--- config.mk ---
export PLATFORM = sky130hd
export DESIGN_NAME = frv_leak_fence_ctrl_flat
export DESIGN_NICKNAME = d
export VERILOG_FILES = /design/src/rtl/frv_leak_fence_ctrl_if.sv /design/src/rtl/frv_leak_fence_ctrl.sv /design/src/flat_wrapper.sv
export SDC_FILE = /design/constraint.sdc
export NUM_CORES = 1
export LEC_CHECK = 0
export ABC_AREA = 1
export ABC_CLOCK_PERIOD_IN_PS = 3700
export BUFFER_PORTS_ARGS = -buffer_cell sky130_fd_sc_hd__buf_2
export CORE_MARGIN = 5
export CORE_UTILIZATION = 45
export DETAILED_ROUTE_END_ITERATION = 8
export HOLD_SLACK_MARGIN = 0.03
export PLACE_DENSITY = 0.74
export SYNTH_ARGS = -nofsm -noshare
export SYNTH_HDL_FRONTEND = slang
export SYNTH_SLANG_ARGS = --single-unit
--- constraint.sdc ---
create_clock -name g_clk -period 3.7 [get_ports g_clk]
set_clock_uncertainty 0.1 [all_clocks]
set_input_delay 0.185 -clock g_clk [delete_from_list [all_inputs] [get_ports g_clk]]
set_output_delay 0.185 -clock g_clk [all_outputs]
set_load 0.02 [all_outputs]
--- src/rtl/frv_leak_fence_ctrl_if.sv ---
// Bundle of the leakage-fence controller's pipeline, CSR, PRNG and scrub signals.
// master: the fence controller. slave: the pipeline, CSR path, PRNG and resources.
interface frv_leak_fence_ctrl_if #(
  parameter int XLEN = 32,
  parameter int NRES = 13,
  parameter int IDXW = 4
);
  logic            fence_req;
  logic            fence_ack;
  logic            stall;
  logic            alcfg_wen;
  logic [NRES-1:0] alcfg_wdata;
  logic [NRES-1:0] alcfg;
  logic [XLEN-1:0] prng;
  logic            prng_step;
  logic            scrub_valid;
  logic [IDXW-1:0] scrub_idx;
  logic [XLEN-1:0] scrub_data;
  logic            scrub_ready;
  logic            scrub_err;

  modport master (
    input  fence_req, alcfg_wen, alcfg_wdata, prng, scrub_ready,
    output fence_ack, stall, alcfg, prng_step, scrub_valid, scrub_idx, scrub_data, scrub_err
  );

  modport slave (
    output fence_req, alcfg_wen, alcfg_wdata, prng, scrub_ready,
    input  fence_ack, stall, alcfg, prng_step, scrub_valid, scrub_idx, scrub_data, scrub_err
  );
endinterface

--- src/rtl/frv_leak_fence_ctrl.sv ---
// Leakage-fence sequencer: snapshots ALCFG when a fence is accepted, scrubs each
// enabled resource lowest index first with the current PRNG word, steps the PRNG
// after every completed scrub, and stalls the pipeline until the walk is done.
// Optional macro FRV_LEAK_FENCE_TIMEOUT_EN: abandons a resource that does not
// accept its scrub within TIMEOUT_CYCLES and raises the sticky scrub_err flag.
module frv_leak_fence_ctrl #(
  parameter int              XLEN              = 32,
  parameter int              NRES              = 13,
  parameter logic [NRES-1:0] ALCFG_RESET_VALUE = 13'b0,
  parameter int              IDXW              = 4,
  parameter int              TIMEOUT_CYCLES    = 16
) (
  input  logic                 g_clk,
  input  logic                 g_reset,
  frv_leak_fence_ctrl_if.master bus
);

  localparam logic [1:0] ST_IDLE  = 2'd0;
  localparam logic [1:0] ST_SCAN  = 2'd1;
  localparam logic [1:0] ST_SCRUB = 2'd2;
  localparam logic [1:0] ST_DONE  = 2'd3;

  // Index of the lowest set bit; zero when nothing is set.
  function automatic logic [IDXW-1:0] lowest_set(input logic [NRES-1:0] v);
    logic [IDXW-1:0] idx;
    idx = {IDXW{1'b0}};
    for (int i = NRES - 1; i >= 0; i--) begin
      idx = v[i] ? IDXW'(i) : idx;
    end
    return idx;
  endfunction

  logic [1:0]      state_r;
  logic [NRES-1:0] pending_r;
  logic [NRES-1:0] alcfg_r;
  logic            fence_ack_r;
  logic            stall_r;
  logic            prng_step_r;
  logic            scrub_valid_r;
  logic [IDXW-1:0] scrub_idx_r;
  logic [XLEN-1:0] scrub_data_r;
  logic [NRES-1:0] clr_mask_s;

  // One-hot mask of the resource currently being scrubbed.
  assign clr_mask_s = {{(NRES-1){1'b0}}, 1'b1} << scrub_idx_r;

`ifdef FRV_LEAK_FENCE_TIMEOUT_EN
  localparam int              CNTW     = $clog2(TIMEOUT_CYCLES + 1);
  localparam logic [CNTW-1:0] TMO_LAST = CNTW'(TIMEOUT_CYCLES - 1);
  localparam logic [CNTW-1:0] CNT_ONE  = {{(CNTW-1){1'b0}}, 1'b1};
  logic [CNTW-1:0] tmo_cnt_r;
  logic            scrub_err_r;
  assign bus.scrub_err = scrub_err_r;
`else
  assign bus.scrub_err = 1'b0;
`endif

  // Fence FSM, ALCFG register and all registered outputs.
  always_ff @(posedge g_clk) begin
    if (g_reset) begin
      state_r       <= ST_IDLE;
      pending_r     <= {NRES{1'b0}};
      alcfg_r       <= ALCFG_RESET_VALUE;
      fence_ack_r   <= 1'b0;
      stall_r       <= 1'b0;
      prng_step_r   <= 1'b0;
      scrub_valid_r <= 1'b0;
      scrub_idx_r   <= {IDXW{1'b0}};
      scrub_data_r  <= {XLEN{1'b0}};
`ifdef FRV_LEAK_FENCE_TIMEOUT_EN
      tmo_cnt_r     <= {CNTW{1'b0}};
      scrub_err_r   <= 1'b0;
`endif
    end else begin
      fence_ack_r <= 1'b0;
      prng_step_r <= 1'b0;
      // CSR writes land at any time; the in-flight fence works from pending_r.
      if (bus.alcfg_wen) begin
        alcfg_r <= bus.alcfg_wdata;
      end else begin
        alcfg_r <= alcfg_r;
      end
      case (state_r)
        ST_IDLE: begin
          if (bus.fence_req) begin
            pending_r <= alcfg_r;
            stall_r   <= 1'b1;
            state_r   <= ST_SCAN;
          end else begin
            state_r   <= ST_IDLE;
          end
        end
        ST_SCAN: begin
          if (pending_r == {NRES{1'b0}}) begin
            fence_ack_r <= 1'b1;
            state_r     <= ST_DONE;
          end else begin
            scrub_idx_r   <= lowest_set(pending_r);
            scrub_data_r  <= bus.prng;
            scrub_valid_r <= 1'b1;
            state_r       <= ST_SCRUB;
`ifdef FRV_LEAK_FENCE_TIMEOUT_EN
            tmo_cnt_r     <= {CNTW{1'b0}};
`endif
          end
        end
        ST_SCRUB: begin
          if (scrub_valid_r && bus.scrub_ready) begin
            pending_r     <= pending_r & ~clr_mask_s;
            scrub_valid_r <= 1'b0;
            prng_step_r   <= 1'b1;
            state_r       <= ST_SCAN;
          end
`ifdef FRV_LEAK_FENCE_TIMEOUT_EN
          else if (tmo_cnt_r == TMO_LAST) begin
            // Resource never answered: drop it without consuming a PRNG word.
            pending_r     <= pending_r & ~clr_mask_s;
            scrub_valid_r <= 1'b0;
            scrub_err_r   <= 1'b1;
            state_r       <= ST_SCAN;
          end else begin
            tmo_cnt_r     <= tmo_cnt_r + CNT_ONE;
          end
`else
          else begin
            state_r       <= ST_SCRUB;
          end
`endif
        end
        ST_DONE: begin
          stall_r <= 1'b0;
          state_r <= ST_IDLE;
        end
        default: begin
          stall_r       <= 1'b0;
          scrub_valid_r <= 1'b0;
          state_r       <= ST_IDLE;
        end
      endcase
    end
  end

  assign bus.fence_ack   = fence_ack_r;
  assign bus.stall       = stall_r;
  assign bus.alcfg       = alcfg_r;
  assign bus.prng_step   = prng_step_r;
  assign bus.scrub_valid = scrub_valid_r;
  assign bus.scrub_idx   = scrub_idx_r;
  assign bus.scrub_data  = scrub_data_r;

endmodule

--- src/flat_wrapper.sv ---
// flat-port wrapper written by rule: the top's interface ports become plain ports
module frv_leak_fence_ctrl_flat 
#(
  parameter int              XLEN              = 32,
  parameter int              NRES              = 13,
  parameter logic [NRES-1:0] ALCFG_RESET_VALUE = 13'b0,
  parameter int              IDXW              = 4,
  parameter int              TIMEOUT_CYCLES    = 16
)
  (g_clk, g_reset, bus_fence_req, bus_alcfg_wen, bus_alcfg_wdata, bus_prng, bus_scrub_ready, bus_fence_ack, bus_stall, bus_alcfg, bus_prng_step, bus_scrub_valid, bus_scrub_idx, bus_scrub_data, bus_scrub_err);
  frv_leak_fence_ctrl_if #(.XLEN(XLEN), .NRES(NRES), .IDXW(IDXW)) bus_i ();
  input  logic g_clk;
  input  logic g_reset;
  input wire logic [$bits(bus_i.fence_req)-1:0] bus_fence_req;
  input wire logic [$bits(bus_i.alcfg_wen)-1:0] bus_alcfg_wen;
  input wire logic [$bits(bus_i.alcfg_wdata)-1:0] bus_alcfg_wdata;
  input wire logic [$bits(bus_i.prng)-1:0] bus_prng;
  input wire logic [$bits(bus_i.scrub_ready)-1:0] bus_scrub_ready;
  output wire logic [$bits(bus_i.fence_ack)-1:0] bus_fence_ack;
  output wire logic [$bits(bus_i.stall)-1:0] bus_stall;
  output wire logic [$bits(bus_i.alcfg)-1:0] bus_alcfg;
  output wire logic [$bits(bus_i.prng_step)-1:0] bus_prng_step;
  output wire logic [$bits(bus_i.scrub_valid)-1:0] bus_scrub_valid;
  output wire logic [$bits(bus_i.scrub_idx)-1:0] bus_scrub_idx;
  output wire logic [$bits(bus_i.scrub_data)-1:0] bus_scrub_data;
  output wire logic [$bits(bus_i.scrub_err)-1:0] bus_scrub_err;
  assign bus_i.fence_req = bus_fence_req;
  assign bus_i.alcfg_wen = bus_alcfg_wen;
  assign bus_i.alcfg_wdata = bus_alcfg_wdata;
  assign bus_i.prng = bus_prng;
  assign bus_i.scrub_ready = bus_scrub_ready;
  assign bus_fence_ack = bus_i.fence_ack;
  assign bus_stall = bus_i.stall;
  assign bus_alcfg = bus_i.alcfg;
  assign bus_prng_step = bus_i.prng_step;
  assign bus_scrub_valid = bus_i.scrub_valid;
  assign bus_scrub_idx = bus_i.scrub_idx;
  assign bus_scrub_data = bus_i.scrub_data;
  assign bus_scrub_err = bus_i.scrub_err;
  frv_leak_fence_ctrl #(.XLEN(XLEN), .NRES(NRES), .ALCFG_RESET_VALUE(ALCFG_RESET_VALUE), .IDXW(IDXW), .TIMEOUT_CYCLES(TIMEOUT_CYCLES)) u_core (.g_clk(g_clk), .g_reset(g_reset), .bus(bus_i));
endmodule
Yosys cells after proc, flatten, opt, wreduce, memory -nomap -nowiden
Index checks and enable logic that the tools add are counted.

operators by class
  equality and inequality tests = 6
  shift operators = 1
  mux-type cells = 27
  bitwise gates (word level) = 5
  reduce and logical (&&, ||, !) cells = 12

operator list
  operator                                              number
  2-to-1 mux 4 bit                                      13
  2-to-1 mux 13 bit                                     2
  one-hot mux 13 bit (2 select lines)                   1
  AND 13 bit                                            1
  logical NOT 13 bit                                    1
  NOT 13 bit                                            1
  left shift 1 x 4 -> 13 bit (first input constant)     1
  one-hot mux 2 bit (4 select lines)                    1
  2-to-1 mux 1 bit                                      7
  AND reduction 3 bit                                   2
  nonzero test 2 bit                                    3
  equality test 2 bit (second input constant)           2
  != test 2 bit (second input constant)                 2
  one-hot mux 1 bit (2 select lines)                    2
  AND reduction 2 bit                                   2
  OR reduction 2 bit                                    2
  NOT 1 bit                                             3
  equality test 2 x 1 -> 1 bit (second input constant)  1
  logical NOT 2 bit                                     1
  2-to-1 mux 2 bit                                      1
  != test 2 x 1 -> 1 bit (second input constant)        1
  logical AND 1 bit                                     1

word-level totals
  bits in registers = 68
  bits of input ports = 50
  output and inout bits = 54
  word-level logic and storage cells = 60

Depth between registers and ports, before layout
  depth after elaboration = 13
  depth in mapped cells = 13
  mapped depth without buffers = 13

Least setup slack after synthesis
OpenSTA, ideal clock, no wires.

  path kind = reg2reg
  from = register u_core.pending_r[2]
  to = register u_core.scrub_idx_r[1], in the netlist u_core.bus.scrub_idx[1]
  library setup time = 0.128 ns
  arrival time = 1.126 ns
  required time = 3.472 ns
  setup slack = 2.347 ns
  stages on the path, launching flop included = 10
  path buffers = 1
  period minus slack after synthesis = 1.353 ns
  path through = dfxtp_1 > nor2_2 > nand2_1 > nor2_2 > nand2_2 > nand2_4 > buf_12 > nor2_1 > a22oi_1 > nor2_1

between the ends
  cells in the longest elaborated chain, start to end = 3
  elaborated cells on any way between the ends = 6
  classes of those cells = mux: 3; bitwise: 1; reduce/logical: 2

ends and longest elaborated chain
  what                                                                      line                                                  text
  start, declared                                                           frv_leak_fence_ctrl.sv:34                             logic [NRES-1:0] pending_r;
  start signal, assigned                                                    frv_leak_fence_ctrl.sv:62                             pending_r <= {NRES{1'b0}};
  start signal, assigned                                                    frv_leak_fence_ctrl.sv:86                             pending_r <= alcfg_r;
  start signal, assigned                                                    frv_leak_fence_ctrl.sv:109                            pending_r <= pending_r & ~clr_mask_s;
  logical NOT 13 bit or 2-to-1 mux 4 bit (tied branches)                    frv_leak_fence_ctrl.sv:94, frv_leak_fence_ctrl.sv:28
  NOT 1 bit (no source line) or 2-to-1 mux 4 bit (tied branches)            n/a
  AND reduction 2 bit (no source line) or 2-to-1 mux 4 bit (tied branches)  n/a
  end signal, assigned                                                      frv_leak_fence_ctrl.sv:68                             scrub_idx_r <= {IDXW{1'b0}};
  end signal, assigned                                                      frv_leak_fence_ctrl.sv:98                             scrub_idx_r <= lowest_set(pending_r);
  end, declared                                                             frv_leak_fence_ctrl.sv:40                             logic [IDXW-1:0] scrub_idx_r;

Several ways; a longest one is shown, not always the timed one.
A chain may end at the register's enable or synchronous reset.

Worst setup path in the final report
  from = register u_core.pending_r[2]
  to = register u_core.scrub_data_r[15], in the netlist u_core.bus.scrub_data[15]

between the ends
  cells in the longest elaborated chain, start to end = 3

ends and longest elaborated chain
  what                                  line                       text
  logical NOT 13 bit                    frv_leak_fence_ctrl.sv:94  if (pending_r == {NRES{1'b0}}) begin
  NOT 1 bit (no source line)            n/a
  AND reduction 2 bit (no source line)  n/a
  end signal, assigned                  frv_leak_fence_ctrl.sv:69  scrub_data_r <= {XLEN{1'b0}};
  end signal, assigned                  frv_leak_fence_ctrl.sv:99  scrub_data_r <= bus.prng;
  end, declared                         frv_leak_fence_ctrl.sv:41  logic [XLEN-1:0] scrub_data_r;

No other way between the ends.

==> metrics <==
status=finished, final reports clean; Least-Margin Pin Slew=0.6560 ns; Worst setup EP type=flop; most frequent cell after synthesis=nor2_1; crit share post-route=around 50%; Yosys warning count=0; WL met1=3293 um; critical path's largest stage delay=roughly 0.33 ns; core area=5921 um2; min Tclk post-route=about 1.9 ns; DR WL met3=between 600 and 700 um; Seq/Total Area, Yosys=49.52%; final setup margin=1.846 ns; leakage power=1.774 nW; layout cells sized above 1=26.01%; top_reg_cell synth=dfxtp_1; Slowest-stage cell, CP=dfxtp_1; drt via density=4.783; Die Y-Extent=88.16 um; # resized after CTS=0; Setup TNS=0 ns; Post-Syn Area=2749 um2; final setup vio count=0; Post-synth ARST share=0%; Synth area leader=dfxtp_1; Design Power=1.906 mW; Die ar.=7771 um2; vias in the first global route=approximately 2600; dpl ws=1.849 ns; CTS buffer count=9; synth top area cells=dfxtp_1 (50%), nor2_1 (14%), o21ai_0 (7.5%), nand2_1 (7.0%), a21oi_1 (4.0%); Reg power frac=45.5%; Initial Util=between 40% and 50%; Max clock buf depth=2; worst hold path type=input port to flop; Max rail drop VDD=0.3148 mV; CP arrival=1.99 ns; Unique masters post-synth=24; Max Cap Viol=0; Post-CTS Setup Repair Bufs=0; Critical Path Fanout Max=39; num ports=between 100 and 150; Power Density=492.9 nW/um2; DR WL/cell=12.64 um; final wirelength=around 7500 um; sw frac=33.92%; CP bufs+invs=1; Comb pwr share=26.4%; Hold Buf Count CTS=46; Die X=88.16 um; P_int=~1.3 mW; antenna viol nets, final=0; Avg Inst Size Synth=7.370 um2; drt first pass iters=4; net switching power=646.6 uW; initial antenna violation count=0; routed vias=2846; Total GRT Usage=approximately a fifth; Hold Vio Cnt, Final=0; CTS tree=done; Post-Synthesis Cells=373; DRC viols=0; site row count=28; Final nets=564; Iteration-0 DRC Markers=roughly 170; Synth top area share=49.52%; Reg clk slew, reported paths=0.07 ns; Startpoint Class=flop; max_slew headroom=56.20%; total met2 wirelength after detailed routing=approximately 3400 um; Area growth syn-to-layout=40.69%; Slew Viols, Final=0; Mapped Nets=423; unrepaired setup endpoints after global routing=no; final std cells w/o fill=595; gr ovfl total=0; HPWL Detailed=4868 um; top achievable clock speed=0.5394 GHz; synth cell count leaders=nor2_1 (102), dfxtp_1 (68), nand2_1 (51); H-tree depth=3; first-pass GRT wire length=about 12000 um; #FFs+latches synth=approximately 70; post-placement cell count=532; Post-synth EDFFs=0; clock network power share=28.2%; Port Buffers=102; crit-path cells=nor2_2 -> nand2_1 -> nor2_2 -> nand2_2 -> nand2_4 -> inv_2 -> nor2_1 -> nor2_1; Top delay family on crit path=simple AND/OR/NAND/NOR gates; RePlAce Congestion=0.9339; clock root buffer=clkbuf_8; Worst EP required=3.83 ns; critical path class=flop to flop; CTS Sinks=68; largest net degree at the start of global routing=49; Top Metal Used=met4; Clk Latency, worst-skew pair=~0.34 ns
-- flip-flops by register name, indices dropped and copies added, names as in the netlist --
name                    cells
u_core.bus.scrub_data      32
u_core.bus.alcfg           13
u_core.pending_r           13
u_core.bus.scrub_idx        4
u_core.state_r              2
u_core.bus.fence_ack        1
u_core.bus.prng_step        1
u_core.bus.scrub_valid      1
u_core.bus.stall            1
-- power by group through the flow --
stage / combinational [mW] / sequential (mW) / clock, mW
global placement: 0.458 / 0.880 / 0
floorplan: 0.256 / 0.963 / 0
CTS: 0.500 / 0.866 / 0.555
finish: 0.503 / 0.867 / 0.537
global route: 0.554 / 0.878 / 0.581
detailed placement: 0.461 / 0.882 / 0
-- path summary, 6_finish.rpt --
| kind | start | to | slack [ns] | cells past startpoint |
|---|---|---|---|---|
| min | bus_scrub_ready | u_core.state_r[1] | 0.09 | 4 |
| max | u_core.pending_r[2] | u_core.bus.scrub_data[15] | 1.85 | 8 |
| min reg2reg | u_core.pending_r[4] | u_core.pending_r[4] | 0.37 | 2 |
| max reg2reg | u_core.pending_r[2] | u_core.bus.scrub_data[15] | 1.85 | 8 |
-- per-layer routing --
layer | GRT usage (%) | vias up
li1 | - | 1473
met1 | 24.35 | 1244
met2 | 31.23 | 116
met3 | 4.139 | 13
met4 | 9.478 | 0
met5 | 0 | -
-- logic make-up after synthesis --
group,after synthesis,share of synthesized area (%)
compound gates,87,15.98
simple gates,174,26.26
flops,68,49.52
buf+inv,43,8.102
other cells,1,0.1364
-- cells in the final DEF, fill, tap and decap left out --
| cell | instances |
|---|---|
| clkinvlp_4 | 4 |
| dlygate4sd3_1 | 46 |
| nor2_4 | 3 |
| nor2_1 | 102 |
| nand3_1 | 6 |
| clkbuf_8 | 10 |
| nand2_2 | 1 |
| a22oi_1 | 1 |
| nand3_2 | 2 |
| diode_2 | 1 |
| o21ai_1 | 22 |
| conb_1 | 1 |
| dfxtp_1 | 68 |
| nor3_1 | 3 |
| buf_2 | 102 |
| nand2_1 | 51 |
| nand2_4 | 1 |
| inv_1 | 20 |
| nor2_2 | 5 |
| o21ai_0 | 41 |
| a21oi_1 | 22 |
| o22ai_1 | 1 |
| inv_2 | 4 |
| inv_4 | 1 |
| clkinv_2 | 2 |
-- worst min-delay path: cells and delay by family --
| kind | cells | cell delay [ns] |
|---|---|---|
| and+or+nand+nor | 2 | 0.17 |
| AOI/OAI and AO/OA | 1 | 0.05 |
| buffers and inverters | 1 | 0.08 |
-- area by class of cell --
class                   count  area [um2]
clock buffers              10       137.6
well taps                  75       93.84
fillers                   491        2053
inverters                  25       96.34
repair buffers            148       970.9
clock inverters             6       40.04
flip-flops and latches     68        1361
diodes                      1       2.502
multi-input cells         262        1165
-- per-stage QoR --
stage	hold slack (ns)	instance area [um2]	util, %
2_1_floorplan	0.2199	2749	-
3_3_place_gp	0.3048	3227	54.50
3_5_place_dp	0.3134	3227	54.50
4_1_cts	0.06412	3865	65.28
5_1_grt	0.09263	3865	65.28
6_report	0.08669	3867	65.32
Note: power is estimated with default switching activity, not from simulation.
